==> config.mk <==
export PLATFORM = sky130hd
export DESIGN_NAME = prog_loader
export DESIGN_NICKNAME = d
export VERILOG_FILES = /design/src/rtl/mas_pkg.sv /design/src/rtl/prog_buf.sv /design/src/rtl/prog_loader.sv
export SDC_FILE = /design/constraint.sdc
export NUM_CORES = 1
export LEC_CHECK = 0
export BUFFER_PORTS_ARGS = -buffer_cell sky130_fd_sc_hd__buf_2
export CAP_MARGIN = 0
export CORE_MARGIN = 4
export CORE_UTILIZATION = 62
export DETAILED_ROUTE_END_ITERATION = 7
export GPL_ROUTABILITY_DRIVEN = 0
export PLACE_DENSITY = 0.78
export SLEW_MARGIN = 20
export SYNTH_ARGS = -nofsm -noshare
export SYNTH_HDL_FRONTEND = slang
export SYNTH_SLANG_ARGS = --single-unit
==> constraint.sdc <==
create_clock -name clk -period 3.41 [get_ports clk]
set_input_delay 1.023 -clock clk [delete_from_list [all_inputs] [get_ports clk]]
set_output_delay 1.023 -clock clk [all_outputs]
set_load 0.005 [all_outputs]
==> src/rtl/mas_pkg.sv <==
// Shared types for the MASpcsr program loader: FSM state encoding and instruction-word constants.
// Imported by the loader top and its word buffer.
package mas_pkg;

  localparam int INSTR_W = 16;
  localparam logic [INSTR_W-1:0] PAD_WORD = 16'h0000;

  typedef enum logic [2:0] {
    IDLE,
    RX_HI,
    RX_LO,
    PAD,
    BURST,
    DONE
  } ld_state_e;

endpackage

==> src/rtl/prog_buf.sv <==
// Program word store: DEPTH x 16 simple dual-port RAM, one synchronous write and one synchronous read port.
// Read data appears the cycle after rd_en; contents are not reset, and no backpressure applies.
module prog_buf
  import mas_pkg::*;
#(
  parameter int DEPTH = 16,
  parameter int AW    = $clog2(DEPTH)
) (
  input  logic               clk,
  input  logic               wr_en,
  input  logic [AW-1:0]      wr_addr,
  input  logic [INSTR_W-1:0] wr_dat,
  input  logic               rd_en,
  input  logic [AW-1:0]      rd_addr,
  output logic [INSTR_W-1:0] rd_dat
);

  logic [INSTR_W-1:0] mem_q [DEPTH];
  logic [INSTR_W-1:0] rd_dat_q;

  always_ff @(posedge clk) begin
    if (wr_en) mem_q[wr_addr] <= wr_dat;
  end

  always_ff @(posedge clk) begin
    if (rd_en) rd_dat_q <= mem_q[rd_addr];
  end

  assign rd_dat = rd_dat_q;

endmodule

==> src/rtl/prog_loader.sv <==
// Byte-stream program loader: buffers an N-word frame, then bursts a pad word plus N words with pr high.
// pr rises the edge after the last byte; in_ready depends on state only, so the source holds bytes while we burst.
module prog_loader
  import mas_pkg::*;
#(
  parameter int DEPTH = 16,
  parameter int AW    = $clog2(DEPTH)
) (
  input  logic               clk,
  input  logic               rstz,
  input  logic               en,
  input  logic [7:0]         in_data,
  input  logic               in_valid,
  output logic               in_ready,
  output logic               pr,
  output logic [INSTR_W-1:0] instr_out,
  output logic               busy,
  output logic               done,
  output logic               err
);

  localparam logic [8:0] DEPTH9 = 9'(DEPTH);

  ld_state_e         state_q, state_d;
  logic [AW-1:0]     nm1_q, nm1_d;
  logic [AW-1:0]     wptr_q, wptr_d;
  logic [AW-1:0]     rptr_q, rptr_d;
  logic [7:0]        hi_q, hi_d;
  logic              pr_q, pr_d;
  logic              done_q, done_d;
  logic              err_q, err_d;

  logic              take;
  logic              wr_en;
  logic              rd_en;
  logic [AW-1:0]     rd_addr;
  logic [INSTR_W-1:0] rd_dat;

  assign in_ready = rstz & en & (state_q inside {IDLE, RX_HI, RX_LO});
  assign take     = in_valid & in_ready;
  assign busy     = (state_q != IDLE);
  assign pr       = pr_q;
  assign done     = done_q;
  assign err      = err_q;

  // Word k+1 is fetched while word k is on the bus; PAD fetches word 0.
  assign rd_en   = en & ((state_q == PAD) | (state_q == BURST));
  assign rd_addr = (state_q == PAD) ? '0 : rptr_q + AW'(1);

  always_comb begin
    instr_out = '0;
    case (state_q)
      PAD:     instr_out = PAD_WORD;
      BURST:   instr_out = rd_dat;
      default: instr_out = '0;
    endcase
  end

  always_comb begin
    state_d = state_q;
    nm1_d   = nm1_q;
    wptr_d  = wptr_q;
    rptr_d  = rptr_q;
    hi_d    = hi_q;
    pr_d    = pr_q;
    done_d  = done_q;
    err_d   = err_q;
    wr_en   = 1'b0;

    if (en) begin
      done_d = 1'b0;
      err_d  = 1'b0;
      case (state_q)
        IDLE: begin
          if (take && in_data != 8'd0) begin
            if ({1'b0, in_data} > DEPTH9) begin
              err_d = 1'b1;
            end else begin
              nm1_d   = AW'(in_data - 8'd1);
              wptr_d  = '0;
              state_d = RX_HI;
            end
          end
        end
        RX_HI: begin
          if (take) begin
            hi_d    = in_data;
            state_d = RX_LO;
          end
        end
        RX_LO: begin
          if (take) begin
            wr_en = 1'b1;
            if (wptr_q == nm1_q) begin
              pr_d    = 1'b1;
              state_d = PAD;
            end else begin
              wptr_d  = wptr_q + AW'(1);
              state_d = RX_HI;
            end
          end
        end
        PAD: begin
          rptr_d  = '0;
          state_d = BURST;
        end
        BURST: begin
          if (rptr_q == nm1_q) begin
            pr_d    = 1'b0;
            done_d  = 1'b1;
            state_d = DONE;
          end else begin
            rptr_d = rptr_q + AW'(1);
          end
        end
        DONE: begin
          state_d = IDLE;
        end
        default: begin
          pr_d    = 1'b0;
          state_d = IDLE;
        end
      endcase
    end
  end

  always_ff @(posedge clk or negedge rstz) begin
    if (!rstz) begin
      state_q <= IDLE;
      nm1_q   <= '0;
      wptr_q  <= '0;
      rptr_q  <= '0;
      hi_q    <= '0;
      pr_q    <= 1'b0;
      done_q  <= 1'b0;
      err_q   <= 1'b0;
    end else begin
      state_q <= state_d;
      nm1_q   <= nm1_d;
      wptr_q  <= wptr_d;
      rptr_q  <= rptr_d;
      hi_q    <= hi_d;
      pr_q    <= pr_d;
      done_q  <= done_d;
      err_q   <= err_d;
    end
  end

  prog_buf #(
    .DEPTH (DEPTH),
    .AW    (AW)
  ) u_buf (
    .clk     (clk),
    .wr_en   (wr_en),
    .wr_addr (wptr_q),
    .wr_dat  ({hi_q, in_data}),
    .rd_en   (rd_en),
    .rd_addr (rd_addr),
    .rd_dat  (rd_dat)
  );

endmodule
After elaboration in Yosys (flattened, before gate mapping). Memory sizes are Yosys's and may differ from the RTL's. A register that Yosys moved wholly into a read port is not among the register bits. Cells that the tools add are included. W data, S select, Z words.

Flip-flop bits (word level): 26. Memory bits (writable): 256. Bits of input ports: 12. Output and inout port bits: 21. Logic and storage cells: 79. Memories: 1.

Memories: u_buf.mem_q (words 16, bits a word 16, rd ports 1, clocked after memory_dff 1, wr ports 1, RTL line prog_buf.sv:18) `logic [INSTR_W-1:0] mem_q [DEPTH];`.

Add/subtract/negate cells: 3. Order comparisons: 1. Equal/unequal tests: 15. Mux-type cells: 30. Bitwise logic cells: 7. Reduce and logical (&&, ||, !) cells: 14.

Operators with widths (count): $mux W4 (6); $mux W16 (1); $pmux W4 S2 (2); $mux W3 (5); $pmux W3 S5 (1); $mux W1 (13); $reduce_and A6 Y1 (2); $ne A2 B2 Y1 const B (5); $add A4 B1 Y4 const B (2); $eq A4 B4 Y1 (2); $gt A8 B5 Y1 const B (1); $reduce_bool A8 Y1 (1); $eq A3 B2 Y1 const B (2); $eq A3 B3 Y1 const B (2); $ne A2 B1 Y1 const B (3); $reduce_and A3 Y1 (2); $reduce_bool A3 Y1 (2); $reduce_and A5 Y1 (1); $and A1 B1 Y1 (4); $reduce_and A4 Y1 (1); $reduce_bool A2 Y1 (2); $reduce_or A4 Y1 (1); $sub A4 B1 Y4 const B (1); $eq A3 B1 Y1 const B (1); other kinds (6) (7).

Depth between registers and ports, before layout. Gate-level depths: netlist of the first run.

Depth after elaboration: 9. Gate-level depth with buffers: 9. Gate-level depth less buffers: 7.

Cells and area by module. From an unflattened synthesis of the first run, not the netlist that was laid out.

Cell total of the unflattened synthesis: 603. Area total of the unflattened synthesis: 11782.6 um^2.

Modules (own cells, without submodules): prog_buf (instances 1, cells an instance 432, area each 10202.3 um^2, seq. area each 8167.8 um^2); prog_loader (instances 1, cells an instance 171, area each 1580.3 um^2, seq. area each 650.6 um^2).

Least setup slack after synthesis of the first run. No wires, ideal clock.

Path type: in2reg. From: input port in_valid. To: memory u_buf.mem_q[3][0] (enable). Setup time: 409 ps. Arrival time: 2854 ps. Required time: 3001 ps. Slack: 147 ps. Stages on the path: 5. Path buffers: 0. Cells stage by stage: and2_1 -> and3b_1 -> and3_1 -> nand2_1 -> nor3_1.

Cells in the longest elaborated chain, start to end: 6.

RTL lines: from (decl) (RTL line prog_loader.sv:13) `input logic in_valid,`; $and A1 B1 Y1 (RTL line prog_loader.sv:40) `assign take = in_valid & in_ready;`; $mux W1 (RTL line prog_loader.sv:92) `if (take) begin`; $mux W1 (RTL line prog_loader.sv:73) `case (state_q)`; $mux W1 (RTL line prog_loader.sv:70) `if (en) begin`; $mux W1 (RTL line prog_buf.sv:22) `if (wr_en) mem_q[wr_addr] <= wr_dat;`; $mux W1 (not written as such) (RTL line prog_buf.sv:22); to (decl) (RTL line prog_buf.sv:18).

No other way between the ends.

Final worst setup path of the first run.
From: register state_q[2]. To: output port instr_out[13].

Cells in the longest elaborated chain, start to end: 2.

RTL lines: from (decl) (RTL line prog_loader.sv:24) `ld_state_e state_q, state_d;`; from (signal assigned) (RTL line prog_loader.sv:138) `state_q <= state_d;`; $eq A3 B3 Y1 (RTL line prog_loader.sv:52) `case (state_q)`; $mux W16 (RTL line prog_loader.sv:52); to (decl) (RTL line prog_loader.sv:16) `output logic [INSTR_W-1:0] instr_out,`.

No other way between the ends.

==> results.json, run 1 <==
{
  "result_of_the_run": "finished clean",
  "final_nets": 944,
  "dieWidth_um": 150,
  "synth.yosys.seq_area_share_pct": 70.6,
  "cts_tree": "yes",
  "synth_seq_cells": 298,
  "number_of_nets_in_the_synthesized_netlist": 888,
  "actual_slew_at_the_worst_max_slew_pin_ns": 0.978,
  "antenna_found_initial": 0,
  "leakage_nw": 4.81,
  "avgViaCountPerCell": 6.56,
  "cells_resized_by_post_cts_repair": 0,
  "reg2reg_slack_ns": 0.58,
  "setup_tns_ns": 0,
  "crit_path_top_delay_cell": "dfrtp_1",
  "detailed_place_hpwl_mm": 18.3,
  "timing.final.setup_violations": 0,
  "achievable_frequency_mhz": 335,
  "worst_ep_arrival_time_ns": 1.96,
  "power.ir.vdd_worst_mv": 0.458,
  "synth_cell_type_count": 66,
  "total_wirelength_mm": 29.9,
  "port_buffer_count": 32,
  "mappedNetlistArea_mm2": 0.0125,
  "maxSlewHeadroom_pct": 34.8,
  "post_synth.cell_area_avg_um2": 14.3,
  "area_delta_synth_final_pct": 12.1,
  "path_clk_slew_ns": 0.06,
  "global_route.overflow_total": 0,
  "hold_viol": 0,
  "clock_power_share_pct": 33.6,
  "antennaDiodeCount": 0,
  "cts.path.max_buffers": 3,
  "timing.rr.start": "rptr_q[1]",
  "timing.critical_path.fanout_max": 20,
  "min_path_type": "in -> async",
  "first_global_vias": 7889,
  "netSwitchingFraction_pct": 26.4,
  "internal_power_mw": 6.46,
  "clock_latency_ns": 0.54,
  "clock_tree.root_cell": "clkbuf_16",
  "drt-pass1-iter-count": 8,
  "layout.cells.most_common": "edfxtp_1",
  "start_kind": "register",
  "netlist_instances": 870,
  "yosysWarnings": 0,
  "track_usage_pct": 27.0,
  "mostFrequentLayoutCells": "edfxtp_1, nand2_1, buf_4",
  "endpoint_kind": "output port",
  "drtIter0Drc": 971,
  "max_cap_viol_count": 0,
  "p_sw_mw": 2.32,
  "num_io_pins": 33,
  "die-area_mm2": 0.0225,
  "grt_start_max_net_pins": 80,
  "p_per_area_mw_per_mm2": 627,
  "rsz0062_at_grt": "no",
  "fillerInstances": 1233,
  "final.period_utilization_pct": 87.6,
  "finish.utilization_pct": 71.2,
  "cts_hold_buf": 0,
  "startpoint": "state_q[2]",
  "finalWorstPathRequiredPeriod_ns": 2.99,
  "slowest_delay_ns": 0.58,
  "post-cts-setup-buffers": 0,
  "cts-buffers-inserted": 29,
  "clk_sink_count": 298,
  "timing.final.max_slew_violations": 0,
  "cp_class": "reg -> out",
  "yosys_most_used_dff": "edfxtp_1",
  "worstPathRequired_ns": 2.39,
  "worst_clock_skew_ns": 0.00875,
  "grt_pass1_wl_mm": 45.7,
  "cts_htree_levels": 1,
  "share_comb_of_total_power_pct": 13.3,
  "route.detailed.wl_per_inst_um": 24.6,
  "post_route_drc_violation_count": 0,
  "antenna_left": 0,
  "via_count_of_the_routed_design": 7959,
  "path_cells": "nor3b_2 -> buf_4 -> and2_1 -> buf_2",
  "start_util_pct": 63.5,
  "die-height_um": 150,
  "seqPwrFrac_pct": 53.1,
  "drive_above_1_share_pct": 17.6,
  "synth-async-reset-ratio_pct": 8.72,
  "placement_rows": 51,
  "number_of_enable_flip_flop_cells_after_synthesis": 272,
  "core_area_mm2": 0.0197
}
[power by group through the flow]
stage | combinational (mW) | sequential (mW) | clock [mW]
5_1_grt | 1.27 | 4.69 | 3.18
2_1_floorplan | 0.824 | 4.54 | 0
3_5_place_dp | 1.14 | 4.72 | 0
4_1_cts | 1.16 | 4.65 | 2.98
3_3_place_gp | 1.10 | 4.70 | 0
6_report | 1.17 | 4.66 | 2.95
[stage by stage]
| step | total power, mW | cells | hold slack [ns] | setup slack [ns] | area [um^2] |
|---|---|---|---|---|---|
| after CTS | 8.78 | 1214 | 0.492 | 0.422 | 14000 |
| after global placement | 5.80 | 1160 | 0.491 | 0.546 | 13100 |
| after detailed placement | 5.86 | 1160 | 0.497 | 0.547 | 13100 |
| after global routing | 9.14 | 1214 | 0.503 | 0.309 | 14000 |
| final | 8.78 | 1214 | 0.494 | 0.424 | 14000 |
| after floorplan | 5.37 | 870 | 0.505 | 0.147 | 12500 |
[final cells by class]
class	instances	area [um^2]	share of cell area, %
Multi-Input combinational cell	501	3370	24.1
Clock buffer	42	795	5.68
Clock inverter	12	81.3	0.581
Timing Repair Buffer	84	551	3.93
Sequential cell	298	8820	63.0
Tap cell	265	332	2.37
Inverter	12	45.0	0.322
[layer usage]
layer	up-vias	wire, um	global-route usage (%)
met2	479	15000	45.5
met1	3967	11600	37.1
met4	0	684	7.50
met3	67	2650	4.12
met5	-	0	0
li1	3446	-	-
[logic make-up after synthesis]
family / Yosys count / synth area share (%)
flip-flops: 298 / 70.6
AND/OR/NAND/NOR: 273 / 10.8
AO/OA/AOI/OAI: 145 / 8.32
buffers and inverters: 71 / 2.78
multiplexers: 62 / 5.63
XOR/XNOR: 15 / 1.23
adder cells (fa/ha/maj): 6 / 0.601
[cells in the mapped netlist, types with 2 or more instances]
library cell  number  area share (%)
a211oi_1           2            0.12
a21o_1             4            0.24
a21oi_1           20            0.80
a221o_1           13             1.0
a221oi_1          13            0.91
a311oi_1           2            0.14
a31oi_1            4            0.20
a32o_1             2            0.16
and2_1            20             1.0
and3_1             5            0.25
and3b_1            2            0.14
buf_2             19            0.76
buf_4              7            0.42
buf_6              4            0.36
clkbuf_1          28            0.84
dfrtp_1           26             5.2
edfxtp_1         272              65
ha_1               6            0.60
inv_1             11            0.33
mux2_2            26             2.3
mux2i_1           32             2.6
mux4_2             4            0.72
nand2_1          106             3.2
nand2b_1          23             1.2
nand3_1           40             1.6
nand4_1           14            0.70
nor2_1            33            0.99
nor3_1            10            0.40
nor3b_1            5            0.30
nor4_1             2            0.10
o211ai_1           3            0.18
o21ai_0           26             1.0
o21ai_1           12            0.48
o221ai_1           4            0.28
o22ai_1            3            0.15
o311ai_0          20             1.4
o311ai_1           4            0.28
o31ai_1            2            0.12
or3_1              3            0.15
xnor2_1            6            0.42
xnor2_2            2            0.26
xor2_1             6            0.42
[sequential cells by signal, summed over array words and instances, names as in the netlist]
register and cells:
done 1, err 1, hi_q 8, nm1_q 4, pr 1, rptr_q 4
state_q 3, u_buf.mem_q 256, u_buf.rd_dat 16, wptr_q 4
[critical path: cells and delay by family, from the launching register on]
| kind | cells | cell delay (ns) |
|---|---|---|
| flops | 1 | 0.58 |
| buf+inv | 2 | 0.40 |
| simple gates | 2 | 0.44 |
[worst paths after layout]
kind	end	cells after the start
setup / recovery	instr_out[13]	4
hold / removal	done	2
setup reg to reg	u_buf.rd_dat[14]	8
hold reg to reg	done	1
max in group asynchronous	rptr_q[0]	2
min in group clk	done	1
Power figures use the tool's default switching activity.
==> inputs of run 2 (changes only) <==
Settings changed: ABC_AREA from default to 1, TNS_END_PERCENT from default to 10.
==> run 2 against run 1 <==
  * Area after synthesis up 0.96%
  * Largest power group unchanged
  * Sequential power up 3%
  * Via count up 8.3%
  * Worst hold slack worse by 0.0086 ns
  * Die area up 0.91%
  * Critical path type unchanged
  * Final cell count up 24%
  * Critical endpoint is now instr_out[12]
==> results.json, run 2 <==
{
  "die-area_mm2": 0.0227,
  "number_of_enable_flip_flop_cells_after_synthesis": 272,
  "cts-buffers-inserted": 29,
  "post_synth.cell_area_avg_um2": 10.7,
  "track_usage_pct": 26.5,
  "clk_sink_count": 298,
  "detailed_place_hpwl_mm": 17.4,
  "grt_pass1_wl_mm": 45.7,
  "die-height_um": 151,
  "worst_ep_arrival_time_ns": 2.19,
  "cts_tree": "yes",
  "grt_start_max_net_pins": 111,
  "core_area_mm2": 0.0197,
  "antenna_left": 0,
  "post_route_drc_violation_count": 0,
  "rsz0062_at_grt": "no",
  "ff2ff_path_depth": 8,
  "synth.yosys.seq_area_share_pct": 70.0,
  "num_io_pins": 33,
  "internal_power_mw": 7.50,
  "synthTopCellsByArea": "edfxtp_1, nand2_1, nand3_1, dfrtp_1, nor2_1",
  "timing.final.max_slew_violations": 0,
  "clock_power_share_pct": 25.9,
  "yosysWarnings": 0,
  "cp_class": "reg -> out",
  "synth_cell_type_count": 24,
  "clock_latency_ns": 0.53,
  "antennaDiodeCount": 0,
  "reg2reg_slack_ns": 0.76,
  "final_nets": 1241,
  "cts.path.max_buffers": 3,
  "finalWorstPathRequiredPeriod_ns": 3.22,
  "total_wirelength_mm": 28.8,
  "achievable_frequency_mhz": 311,
  "layout.cells.most_common": "edfxtp_1",
  "seqPwrFrac_pct": 39.7,
  "worst_clock_skew_ns": 0.0120,
  "setup_tns_ns": 0,
  "largest_register": "u_buf.mem_q",
  "maxSlewHeadroom_pct": 54.5,
  "dieWidth_um": 151,
  "synth_largest_type_area_fraction_pct": 64.8,
  "actual_slew_at_the_worst_max_slew_pin_ns": 0.683,
  "timing.final.setup_violations": 0,
  "fillerInstances": 1340,
  "share_comb_of_total_power_pct": 34.4,
  "ys_top_cells_by_count": "edfxtp_1, nand2_1, nor2_1",
  "start_kind": "register",
  "avgViaCountPerCell": 5.72,
  "fin_area_mm2": 0.0141,
  "number_of_nets_in_the_synthesized_netlist": 1191,
  "yosys_most_used_dff": "edfxtp_1",
  "drt-pass1-iter-count": 5,
  "final.period_utilization_pct": 94.3,
  "netSwitchingFraction_pct": 38.0,
  "mostFrequentLayoutCells": "edfxtp_1, nand2_1, nor2_1",
  "placed_area_mm2": 0.0132,
  "first_global_vias": 8430,
  "yosys.cell_count.top_type": "edfxtp_1",
  "synth-async-reset-ratio_pct": 8.72,
  "timing.rr.start": "state_q[2]",
  "hold_path.startpoint": "done",
  "clock_tree.root_cell": "clkbuf_16",
  "route.detailed.wl_per_inst_um": 19.1,
  "synth_area_leader_cell": "edfxtp_1",
  "min_path_type": "reg -> reg",
  "power.ir.vdd_worst_mv": 0.658,
  "p_per_area_mw_per_mm2": 856,
  "cts_htree_levels": 1,
  "placement_rows": 51,
  "drtIter0Drc": 866,
  "min_to": "done",
  "leakage_nw": 5.72,
  "result_of_the_run": "finished clean",
  "via_count_of_the_routed_design": 8620,
  "antenna_found_initial": 0,
  "endpoint_kind": "output port",
  "port_buffer_count": 32,
  "largest_register_ff_count": 256,
  "path_clk_slew_ns": 0.06,
  "timing.critical_path.fanout_max": 16,
  "drive_above_1_share_pct": 10.1,
  "netlist_instances": 1173,
  "max_cap_viol_count": 0,
  "global_route.overflow_total": 0,
  "finish.utilization_pct": 71.7,
  "synth_seq_cells": 298,
  "worstPathRequired_ns": 2.39,
  "area_delta_synth_final_pct": 12.1,
  "hold_viol": 0,
  "mappedNetlistArea_mm2": 0.0126,
  "number_of_cells_on_the_worst_hold_path": 2,
  "worst_r2r_endpoint": "u_buf.rd_dat[15]",
  "start_util_pct": 63.9,
  "p_sw_mw": 4.60
}
## run 2: cell types whose count changed after synthesis, moves of 23 or more
| cell | delta |
|---|---|
| inv_1 | +111 |
| mux2_2 | -23 |
| mux2i_1 | -32 |
| nand2_1 | +163 |
| nand2b_1 | -23 |
| nand3_1 | +115 |
| nor2_1 | +131 |
## run 2: area by class of cell
cell class                      instances  area, um^2  share of cell area [%]
Timing Repair Buffer                   67         448                    3.17
Multi-Input combinational cell        701        3130                    22.2
Tap cell                              265         332                    2.35
Sequential cell                       298        8820                    62.4
Inverter                              126         477                    3.37
Clock inverter                         15         171                    1.21
Clock buffer                           36         752                    5.32
## run 2: timing repair
| item | CTS | global route |
|---|---|---|
| setup buffers | 0 | 1 |
| hold buffers | 0 | 0 |
| endpoints found under the setup margin | 0 | 1 |
| resized for setup | 0 | 1 |
## run 2: worst max-delay path, stage by stage (launching register included)
cell	delay, ns
dfrtp_1	0.44
nor2_1	0.13
inv_1	0.06
nor2_1	0.38
clkinvlp_4	0.15
buf_4	0.22
nor2_1	0.12
buf_2	0.13
## run 2: cell families after synthesis
group           share of synthesized area (%)
compound gates                           3.62
buf+inv                                  5.41
flops                                    70.0
fa+ha+maj                               0.596
xor+xnor                                0.486
mux                                     0.268
simple gates                             19.6
## run 2: per-stage QoR
| stage | setup WS [ns] | hold slack, ns | std cells | power (mW) |
|---|---|---|---|---|
| after global placement | 0.717 | 0.469 | 1456 | 8.81 |
| final | 0.194 | 0.485 | 1508 | 12.1 |
| after CTS | 0.154 | 0.491 | 1507 | 12.1 |
| after floorplan | 0.719 | 0.476 | 1173 | 7.54 |
| after detailed placement | 0.620 | 0.475 | 1456 | 8.95 |
| after global routing | 0.0576 | 0.508 | 1508 | 12.8 |
## run 2: layer usage
metal  vias up  wire length [um]  track usage (%)  part of all wire [%]
met3        74              2660             4.27                   9.2
met4         0              1110             10.3                   3.9
met1      4093             11000             35.7                    38
li1       4033                 -                -                     -
met5         -                 0                0                     0
met2       420             14000             43.9                    49
## run 2: power groups by stage
| stage | Clock [mW] | Combinational [mW] | Sequential (mW) |
|---|---|---|---|
| global placement | 0 | 3.95 | 4.85 |
| detailed placement | 0 | 4.07 | 4.88 |
| global route | 3.32 | 4.64 | 4.84 |
| CTS | 3.15 | 4.12 | 4.80 |
| finish | 3.13 | 4.17 | 4.80 |
| floorplan | 0 | 2.83 | 4.72 |
## run 2: how the worst max path moves through the flow
stage | from | to | cells after the start
3_3_place_gp | in_data[1] | wptr_q[2] | 11
5_1_grt | state_q[0] | instr_out[12] | 7
2_1_floorplan | en | u_buf.mem_q[0][0] | 6
3_5_place_dp | in_data[1] | wptr_q[1] | 11
6_report | state_q[0] | instr_out[12] | 7
4_1_cts | state_q[0] | instr_out[12] | 6
